==> config.mk <==
export PLATFORM = sky130hd
export DESIGN_NAME = pc_sequencer
export DESIGN_NICKNAME = d
export VERILOG_FILES = /design/src/rtl/mips_pkg.sv /design/src/rtl/pc_target_mux.sv /design/src/rtl/pc_sequencer.sv
export SDC_FILE = /design/constraint.sdc
export NUM_CORES = 1
export LEC_CHECK = 0
export ABC_AREA = 1
export ABC_CLOCK_PERIOD_IN_PS = 2009
export BUFFER_PORTS_ARGS = -buffer_cell sky130_fd_sc_hd__buf_2
export CELL_PAD_IN_SITES_DETAIL_PLACEMENT = 1
export CELL_PAD_IN_SITES_GLOBAL_PLACEMENT = 1
export CORE_MARGIN = 2
export CORE_UTILIZATION = 34
export DETAILED_ROUTE_END_ITERATION = 10
export HOLD_SLACK_MARGIN = 0.05
export PLACE_DENSITY_LB_ADDON = 0.1
export SYNTH_ARGS = -nofsm -noshare
export SYNTH_HDL_FRONTEND = slang
export SYNTH_SLANG_ARGS = --single-unit
==> constraint.sdc <==
create_clock -name Clk -period 2.01 [get_ports Clk]
set_input_delay 0.201 -clock Clk [delete_from_list [all_inputs] [get_ports Clk]]
set_output_delay 0.201 -clock Clk [all_outputs]
set_load 0.02 [all_outputs]
==> src/rtl/mips_pkg.sv <==
// Shared definitions for the MIPS fetch front end: sequencer state encodings,
// the PC increment and the default reset vector.
package mips_pkg;

   localparam logic [1:0] ST_BOOT  = 2'd0;
   localparam logic [1:0] ST_RUN   = 2'd1;
   localparam logic [1:0] ST_FLUSH = 2'd2;
   localparam logic [1:0] ST_HALT  = 2'd3;

   localparam logic [31:0] PC_INC           = 32'd4;
   localparam logic [31:0] DEFAULT_RESET_PC = 32'h0000_0000;

endpackage

==> src/rtl/pc_target_mux.sv <==
// Combinational next-PC generator: branch adder, J-type concatenation,
// jr alignment check and the redirect priority select.
module pc_target_mux
   import mips_pkg::*;
(
   input  logic [31:0] i_pc,
   input  logic        i_stall,
   input  logic        i_branchTaken,
   input  logic [31:0] i_branchOffsetShifted,
   input  logic        i_jump,
   input  logic [25:0] i_jumpIndex,
   input  logic        i_jumpReg,
   input  logic [31:0] i_jumpRegAddr,
   input  logic [31:0] i_redirBasePC,
   output logic [31:0] o_nextPc,
   output logic        o_redirect,
   output logic        o_misalign
);

   logic [31:0] w_branchTarget;
   logic [31:0] w_jumpTarget;

   assign w_branchTarget = i_redirBasePC + i_branchOffsetShifted;
   assign w_jumpTarget   = {i_redirBasePC[31:28], i_jumpIndex, 2'b00};

   // Redirects win over Stall because the redirecting instruction is older.
   always_comb begin
      o_nextPc   = i_pc + PC_INC;
      o_redirect = 1'b0;
      o_misalign = 1'b0;
      if (i_jumpReg) begin
         if (i_jumpRegAddr[1:0] != 2'b00) begin
            o_nextPc   = i_pc;
            o_misalign = 1'b1;
         end else begin
            o_nextPc   = i_jumpRegAddr;
            o_redirect = 1'b1;
         end
      end else if (i_jump) begin
         o_nextPc   = w_jumpTarget;
         o_redirect = 1'b1;
      end else if (i_branchTaken) begin
         o_nextPc   = w_branchTarget;
         o_redirect = 1'b1;
      end else if (i_stall) begin
         o_nextPc   = i_pc;
      end
   end

endmodule

==> src/rtl/pc_sequencer.sv <==
// Fetch PC register and sequencing FSM; applies execute-stage redirects,
// flags a one-cycle flush after each, and halts on a misaligned jr target.
module pc_sequencer
   import mips_pkg::*;
#(
   parameter logic [31:0] RESET_PC = DEFAULT_RESET_PC
)(
   input  logic        Clk,
   input  logic        Rst,
   input  logic        Stall,
   input  logic        BranchTaken,
   input  logic [31:0] BranchOffsetShifted,
   input  logic        Jump,
   input  logic [25:0] JumpIndex,
   input  logic        JumpReg,
   input  logic [31:0] JumpRegAddr,
   input  logic [31:0] RedirBasePC,
   output logic [31:0] PC,
   output logic [31:0] PCPlus4,
   output logic        FetchValid,
   output logic        Flush,
   output logic        MisalignErr
);

   logic [1:0]  r_state;
   logic [31:0] r_pc;
   logic        r_err;
   logic [31:0] w_nextPc;
   logic        w_redirect;
   logic        w_misalign;

   pc_target_mux u_mux (
      .i_pc                  (r_pc),
      .i_stall               (Stall),
      .i_branchTaken         (BranchTaken),
      .i_branchOffsetShifted (BranchOffsetShifted),
      .i_jump                (Jump),
      .i_jumpIndex           (JumpIndex),
      .i_jumpReg             (JumpReg),
      .i_jumpRegAddr         (JumpRegAddr),
      .i_redirBasePC         (RedirBasePC),
      .o_nextPc              (w_nextPc),
      .o_redirect            (w_redirect),
      .o_misalign            (w_misalign)
   );

   // BOOT and HALT ignore all redirect inputs; only RUN/FLUSH consult the mux.
   always_ff @(posedge Clk or posedge Rst) begin
      if (Rst) begin
         r_state <= ST_BOOT;
         r_pc    <= RESET_PC;
         r_err   <= 1'b0;
      end else begin
         case (r_state)
            ST_BOOT: r_state <= ST_RUN;
            ST_RUN, ST_FLUSH: begin
               if (w_misalign) begin
                  r_err   <= 1'b1;
                  r_state <= ST_HALT;
               end else begin
                  r_pc    <= w_nextPc;
                  r_state <= w_redirect ? ST_FLUSH : ST_RUN;
               end
            end
            default: r_state <= ST_HALT;
         endcase
      end
   end

   assign PC          = r_pc;
   assign PCPlus4     = r_pc + PC_INC;
   assign FetchValid  = (r_state == ST_RUN) || (r_state == ST_FLUSH);
   assign Flush       = (r_state == ST_FLUSH);
   assign MisalignErr = r_err;

endmodule

### After elaboration in Yosys (flattened, before gate mapping)

Index checks and enable logic that the tools add are counted.

| storage, ports and cells | value |
|---|---|
| register bits after elaboration | 35 |
| bits in latches | 0 |
| RAM bits | 0 |
| ROM bits | 0 |
| bits of input ports | 128 |
| output and inout port bits | 67 |
| word-level logic and storage cells | 30 |
| memories | 0 |

| operators by class | value |
|---|---|
| $add $sub $neg | 2 |
| $mul | 0 |
| divide/modulo/power cells | 0 |
| $lt $le $gt $ge | 0 |
| eq/ne operators | 4 |
| shifts and indexed selects | 0 |
| mux-type cells | 14 |
| bitwise logic cells | 1 |
| reduce and logical (&&, ||, !) cells | 6 |

Operator list:

| operator | count |
|---|---|
| two-way mux 32 bit | 5 |
| adder 32 x 3 -> 32 bit, second input constant | 1 |
| adder 32 bit | 1 |
| two-way mux 1 bit | 6 |
| two-way mux 2 bit | 2 |
| != test 4 x 1 -> 1 bit, second input constant | 1 |
| case mux 2 bit (2 select lines) | 1 |
| AND reduction 4 bit | 1 |
| equality test 2 x 1 -> 1 bit, second input constant | 1 |
| equality test 2 bit, second input constant | 1 |
| logical NOT 2 bit | 1 |
| != test 2 bit, second input constant | 1 |
| AND reduction 2 bit | 1 |
| nonzero test 2 bit | 1 |
| OR reduction 2 bit | 1 |
| logical OR 1 bit | 1 |
| inverter 1 bit | 1 |

### Depth between registers and ports, before layout

| logic depth | value |
|---|---|
| depth after elaboration | 6 |
| mapped depth | 18 |
| gate-level depth less buffers | 18 |

### By module

Synthesis repeated with hierarchy kept, for this count alone.

| unflattened totals | value |
|---|---|
| cell total of the unflattened synthesis | 1213 |
| area total of the unflattened synthesis | 6621.4 um2 |

Modules (own cells, without submodules):

| module | instances | cells an instance | area an instance (um2) | seq. area each (um2) |
|---|---|---|---|---|
| pc_target_mux | 1 | 895 | 4375.4 | 0.0 |
| pc_sequencer | 1 | 318 | 2245.9 | 875.8 |

### Least setup slack after synthesis

OpenSTA, ideal clock, no wires.

| path | value |
|---|---|
| path kind | register to register |
| from | register r_pc[3] (netlist: PC[3]) |
| to | register r_pc[8] (netlist: PC[8]) |
| setup time | 0.065 ns |
| data arrival time | 2.012 ns |
| data required time | 1.945 ns |
| path slack | -0.067 ns |
| cell stages (with the launch flop) | 10 |
| buffers on the path | 0 |
| clock period less this slack | 2.077 ns |
| cells stage by stage | dfrtp_1 -> ha_1 -> nand3_1 -> inv_2 -> nand3_1 -> xnor2_1 -> o21ai_0 -> o21ai_0 -> o211ai_1 -> nand2_1 |

| on the way | value |
|---|---|
| word-level cells in the longest chain between the ends | 5 |

Ends and longest elaborated chain:

| element | line | source |
|---|---|---|
| start, declared | pc_sequencer.sv:26 | `logic [31:0] r_pc;` |
| start signal, assigned | pc_sequencer.sv:61 | `r_pc <= w_nextPc;` |
| adder 32 x 3 -> 32 bit | n/a |  |
| named net PCPlus4[8] | pc_sequencer.sv:19 | `output logic [31:0] PCPlus4,` |
| two-way mux 32 bit | pc_target_mux.sv:45 | `end else if (i_stall) begin` |
| two-way mux 32 bit | pc_target_mux.sv:42 | `end else if (i_branchTaken) begin` |
| two-way mux 32 bit | pc_target_mux.sv:39 | `end else if (i_jump) begin` |
| two-way mux 32 bit | pc_target_mux.sv:31 | `if (i_jumpReg) begin` |

The timed path passes the listed nets, and every way through them passes these cells. The select of a mux whose other input is x is not followed.
A chain may end at the register's enable or synchronous reset.

### Worst setup path after layout

| path | value |
|---|---|
| from | register r_pc[3] (netlist: PC[3]) |
| to | output PCPlus4[31] |

| on the way | value |
|---|---|
| word-level cells in the longest chain between the ends | 1 |

Ends and longest elaborated chain:

| element | line | source |
|---|---|---|
| adder 32 x 3 -> 32 bit | pc_sequencer.sv:71 | `assign PCPlus4 = r_pc + PC_INC;` |
| end, declared | pc_sequencer.sv:19 |  |

No other way between the ends.

==> impl_metrics.py <==
metrics = {
    "critical_path": {
        "crit_path_end_kind": "primary output",
        "critical_path_rt_ps": 1810,
        "sort_of_element_at_the_start_of_the_critical_path": "register",
        "count_of_cells_along_the_worst_register_to_register_path": 14,
        "worst-path-max-fanout": 4,
        "critical_path.startpoint": "PC[3]",
        "crit_path_end": "PCPlus4[31]",
        "reg_to_reg_endpoint": "PC[21]",
        "critical_path.max_stage_delay_ps": 420,
        "cp_cell_sequence": "buf_6, nand3_4, nor3_4, inv_2, nor2_4, nand2_1, nand2_1, nand2_1, buf_6",
        "reg2reg_slack_ps": 0,
        "cell_with_the_biggest_individual_delay_on_the_critical_path": "sky130_fd_sc_hd__dfrtp_2",
        "rr_startpoint": "PC[18]",
        "timing.critical_path.arrival_ps": 1890,
        "cp_class": "register to primary output",
        "cpMostUsedCell": "sky130_fd_sc_hd__nand2_1",
    },
    "finish": {
        "design.final.nets": 1436,
        "most-common-layout-cells": "sky130_fd_sc_hd__nand2_1, sky130_fd_sc_hd__buf_2, sky130_fd_sc_hd__inv_1",
        "post_layout_nonfiller_instances": 1489,
        "mostFrequentLayoutCell": "sky130_fd_sc_hd__nand2_1",
        "insertedDiodeCount": 0,
        "postLayoutCoreUtil_pct": 50.42,
        "area_growth_syn_to_layout_pct": 45.49,
        "post-route-cell-area_um2": 7951,
        "drive_above_1_share_pct": 31.50,
    },
    "global_route": {
        "wire_length_of_the_first_global_routing_pass_mm": 38.34,
        "grt_overflow": 0,
        "grt_start_max_net_pins": 41,
        "grt_pass1_vias": 7571,
        "grt_use_total_pct": 28.73,
        "grt_antenna_before_repair": 0,
    },
    "timing": {
        "timing.final.setup_violations": 9,
        "clock_skew_ps": 8.031,
        "maxSlewHeadroom_pct": 66.72,
        "tightest_slew_ps": 499.2,
        "hold_violations": 0,
        "final.hold.worst_slack_ps": 23.15,
        "unrepaired_setup_endpoints_after_global_routing": "yes",
        "fin_crit_ps": 2096,
        "fin_crit_sh_pct": 104.3,
        "final_max_slew_viol_count": 0,
        "final.setup.worst_slack_ps": -85.94,
        "maxClockFrequency_mhz": 477.1,
    },
    "run_status": {
        "failed_checks": "negative setup slack",
        "result_of_the_run": "finished, violations left",
    },
    "logic_synthesis": {
        "yosysWarnings": 0,
        "ys_types": 38,
        "synth-edff-count": 0,
        "synth_flop_cell": "sky130_fd_sc_hd__dfrtp_1",
        "postSynthAreaPerCell_um2": 5.509,
        "synth-seq-area-share_pct": 16.03,
        "syn-num-nets": 1156,
        "syn_inst": 992,
        "async_set_reset_flop_share_out_of_synthesis_pct": 100.0,
        "yosys_register_bits": 35,
        "syn_std_cell_area_um2": 5465,
    },
    "floorplanning": {
        "rows": 46,
        "die_w_um": 130.8,
        "floorplan.die_area_um2": 17100,
        "io_pins": 195,
        "start_util_pct": 34.66,
        "chipHeight_um": 130.8,
        "core_area_um2": 15770,
    },
    "place": {
        "postPlaceCellArea_um2": 7157,
        "detailed_place_hpwl_mm": 20.06,
        "placedCellCount": 1453,
        "io_buffer_count": 194,
        "gp_congestion": 0.9705,
    },
    "drt": {
        "detail_route.wirelength.met1_mm": 10.90,
        "drtIter0Drc": 466,
        "met2RoutedLength_mm": 12.45,
        "via_count": 7537,
        "drcViolationCount": 0,
        "drt.antenna.violating_nets": 0,
        "met3_routed_wl_mm": 1.573,
        "highest_layer": "met4",
        "avgRoutedWirePerCell_um": 17.13,
        "detail_route.first_pass.iterations": 6,
        "routed_via_density": 5.062,
        "route.final.wire_length_mm": 25.51,
    },
    "power": {
        "vdd_ir_drop_max_mv": 0.3689,
        "power_per_cell_area_nw_per_um2": 472.5,
        "total_leakage_power_nw": 4.488,
    },
    "clock_tree": {
        "numCtsBuffers": 5,
        "number_of_levels_in_the_clock_h_tree": 2,
        "clk_path_buf_depth": 2,
        "cts_root_buf": "sky130_fd_sc_hd__clkbuf_16",
        "clkSinkCount": 35,
        "insertion_delay_ps": 290,
        "register_clock_pin_slew_on_the_reported_worst_setup_and_hold_paths_ps": 60,
        "tritoncts": "done",
        "post_cts_hold_buffer_count": 0,
    },
    "min_path": {
        "min_path_type": "primary input to asynchronous set/reset pin",
    },
    "job": {
        "cap_violations": 0,
    },
}
## what timing repair did
item	CTS	global route
resized for setup	32	98
gates cloned	0	0
buffers inserted	13	16
pin swaps	6	28
endpoints found under the hold margin	0	0
setup endpoints to repair	22	38
## metrics by stage
| step | power, mW | setup WS [ps] | TNS (ps) |
|---|---|---|---|
| 6_report | 3.757 | -85.94 | -400.4 |
| 5_1_grt | 4.003 | -161.1 | -2079 |
| 4_1_cts | 3.594 | -37.91 | -56.49 |
| 3_5_place_dp | 2.685 | -173.5 | -1453 |
| 3_3_place_gp | 2.650 | -93.03 | -493.3 |
| 2_1_floorplan | 1.886 | -26.17 | -26.17 |
## power by group
group          total [mW]  internal [mW]  switching, mW
clock               0.853          0.529          0.324
combinational        2.04          0.818           1.22
sequential          0.867          0.771         0.0955
total                3.76           2.12           1.64
## critical path: cells and delay by family, from the launching register on
| kind | cells | cell delay, ps |
|---|---|---|
| buffers and inverters | 3 | 360 |
| DFF | 1 | 420 |
| and+or+nand+nor | 6 | 820 |
## registers in the layout (all words and copies together), names as in the netlist
| register | cells |
|---|---|
| PC | 32 |
| r_state | 2 |
| MisalignErr | 1 |
## routing by layer
metal	track usage [%]	vias up
met5	0	-
met1	37.45	3516
met4	6.696	0
li1	-	3700
met2	50.15	272
met3	4.275	49
## cells by family after synthesis
kind of cell	synth area share, %
buf+inv	12.36
simple gates	45.40
xor+xnor	3.846
mux	0.4121
flops	16.03
compound gates	13.58
fa+ha+maj	8.379
## area by class of cell
cell class	count	area, um2
flip-flops and latches	35	888.4
well taps	216	270.3
inverters	128	489.2
repair buffers	302	1898
fillers	2311	7819
clock buffers	8	156.4
multi-input cells	800	4249
## Yosys cell counts, types with 2 or more instances
master / instances / area share (%)
sky130_fd_sc_hd__nand2_1: 359 / 25
sky130_fd_sc_hd__nor2_1: 133 / 9.1
sky130_fd_sc_hd__inv_1: 127 / 8.7
sky130_fd_sc_hd__nand3_1: 64 / 5.9
sky130_fd_sc_hd__a21oi_1: 63 / 5.8
sky130_fd_sc_hd__o21ai_0: 47 / 4.3
sky130_fd_sc_hd__dfrtp_1: 35 / 16
sky130_fd_sc_hd__ha_1: 35 / 8.0
sky130_fd_sc_hd__xor2_1: 20 / 3.2
sky130_fd_sc_hd__clkbuf_1: 15 / 1.0
sky130_fd_sc_hd__nand3b_1: 9 / 1.2
sky130_fd_sc_hd__nand4_1: 9 / 1.0
sky130_fd_sc_hd__o21bai_1: 9 / 1.2
sky130_fd_sc_hd__o21ai_1: 8 / 0.73
sky130_fd_sc_hd__and2_1: 6 / 0.69
sky130_fd_sc_hd__nor3_1: 6 / 0.55
sky130_fd_sc_hd__o211ai_1: 6 / 0.82
sky130_fd_sc_hd__buf_2: 4 / 0.37
sky130_fd_sc_hd__buf_4: 4 / 0.55
sky130_fd_sc_hd__xnor2_1: 4 / 0.64
sky130_fd_sc_hd__clkbuf_8: 3 / 0.76
sky130_fd_sc_hd__nor2_2: 3 / 0.34
sky130_fd_sc_hd__nor3_2: 3 / 0.55
sky130_fd_sc_hd__a21o_1: 2 / 0.27
sky130_fd_sc_hd__mux2_2: 2 / 0.41
sky130_fd_sc_hd__nor3_4: 2 / 0.60
sky130_fd_sc_hd__or2_1: 2 / 0.23
sky130_fd_sc_hd__or2_2: 2 / 0.23
## how the worst min path moves through the flow
stage	cells after the start	slack [ps]	end	from
global route	3	80	r_state[1]	Rst
global placement	3	350	MisalignErr	Rst
detailed placement	3	360	MisalignErr	Rst
CTS	3	60	r_state[1]	Rst
finish	3	20	r_state[1]	Rst
floorplan	2	340	PC[2]	JumpRegAddr[2]
Power figures use the tool's default switching activity.
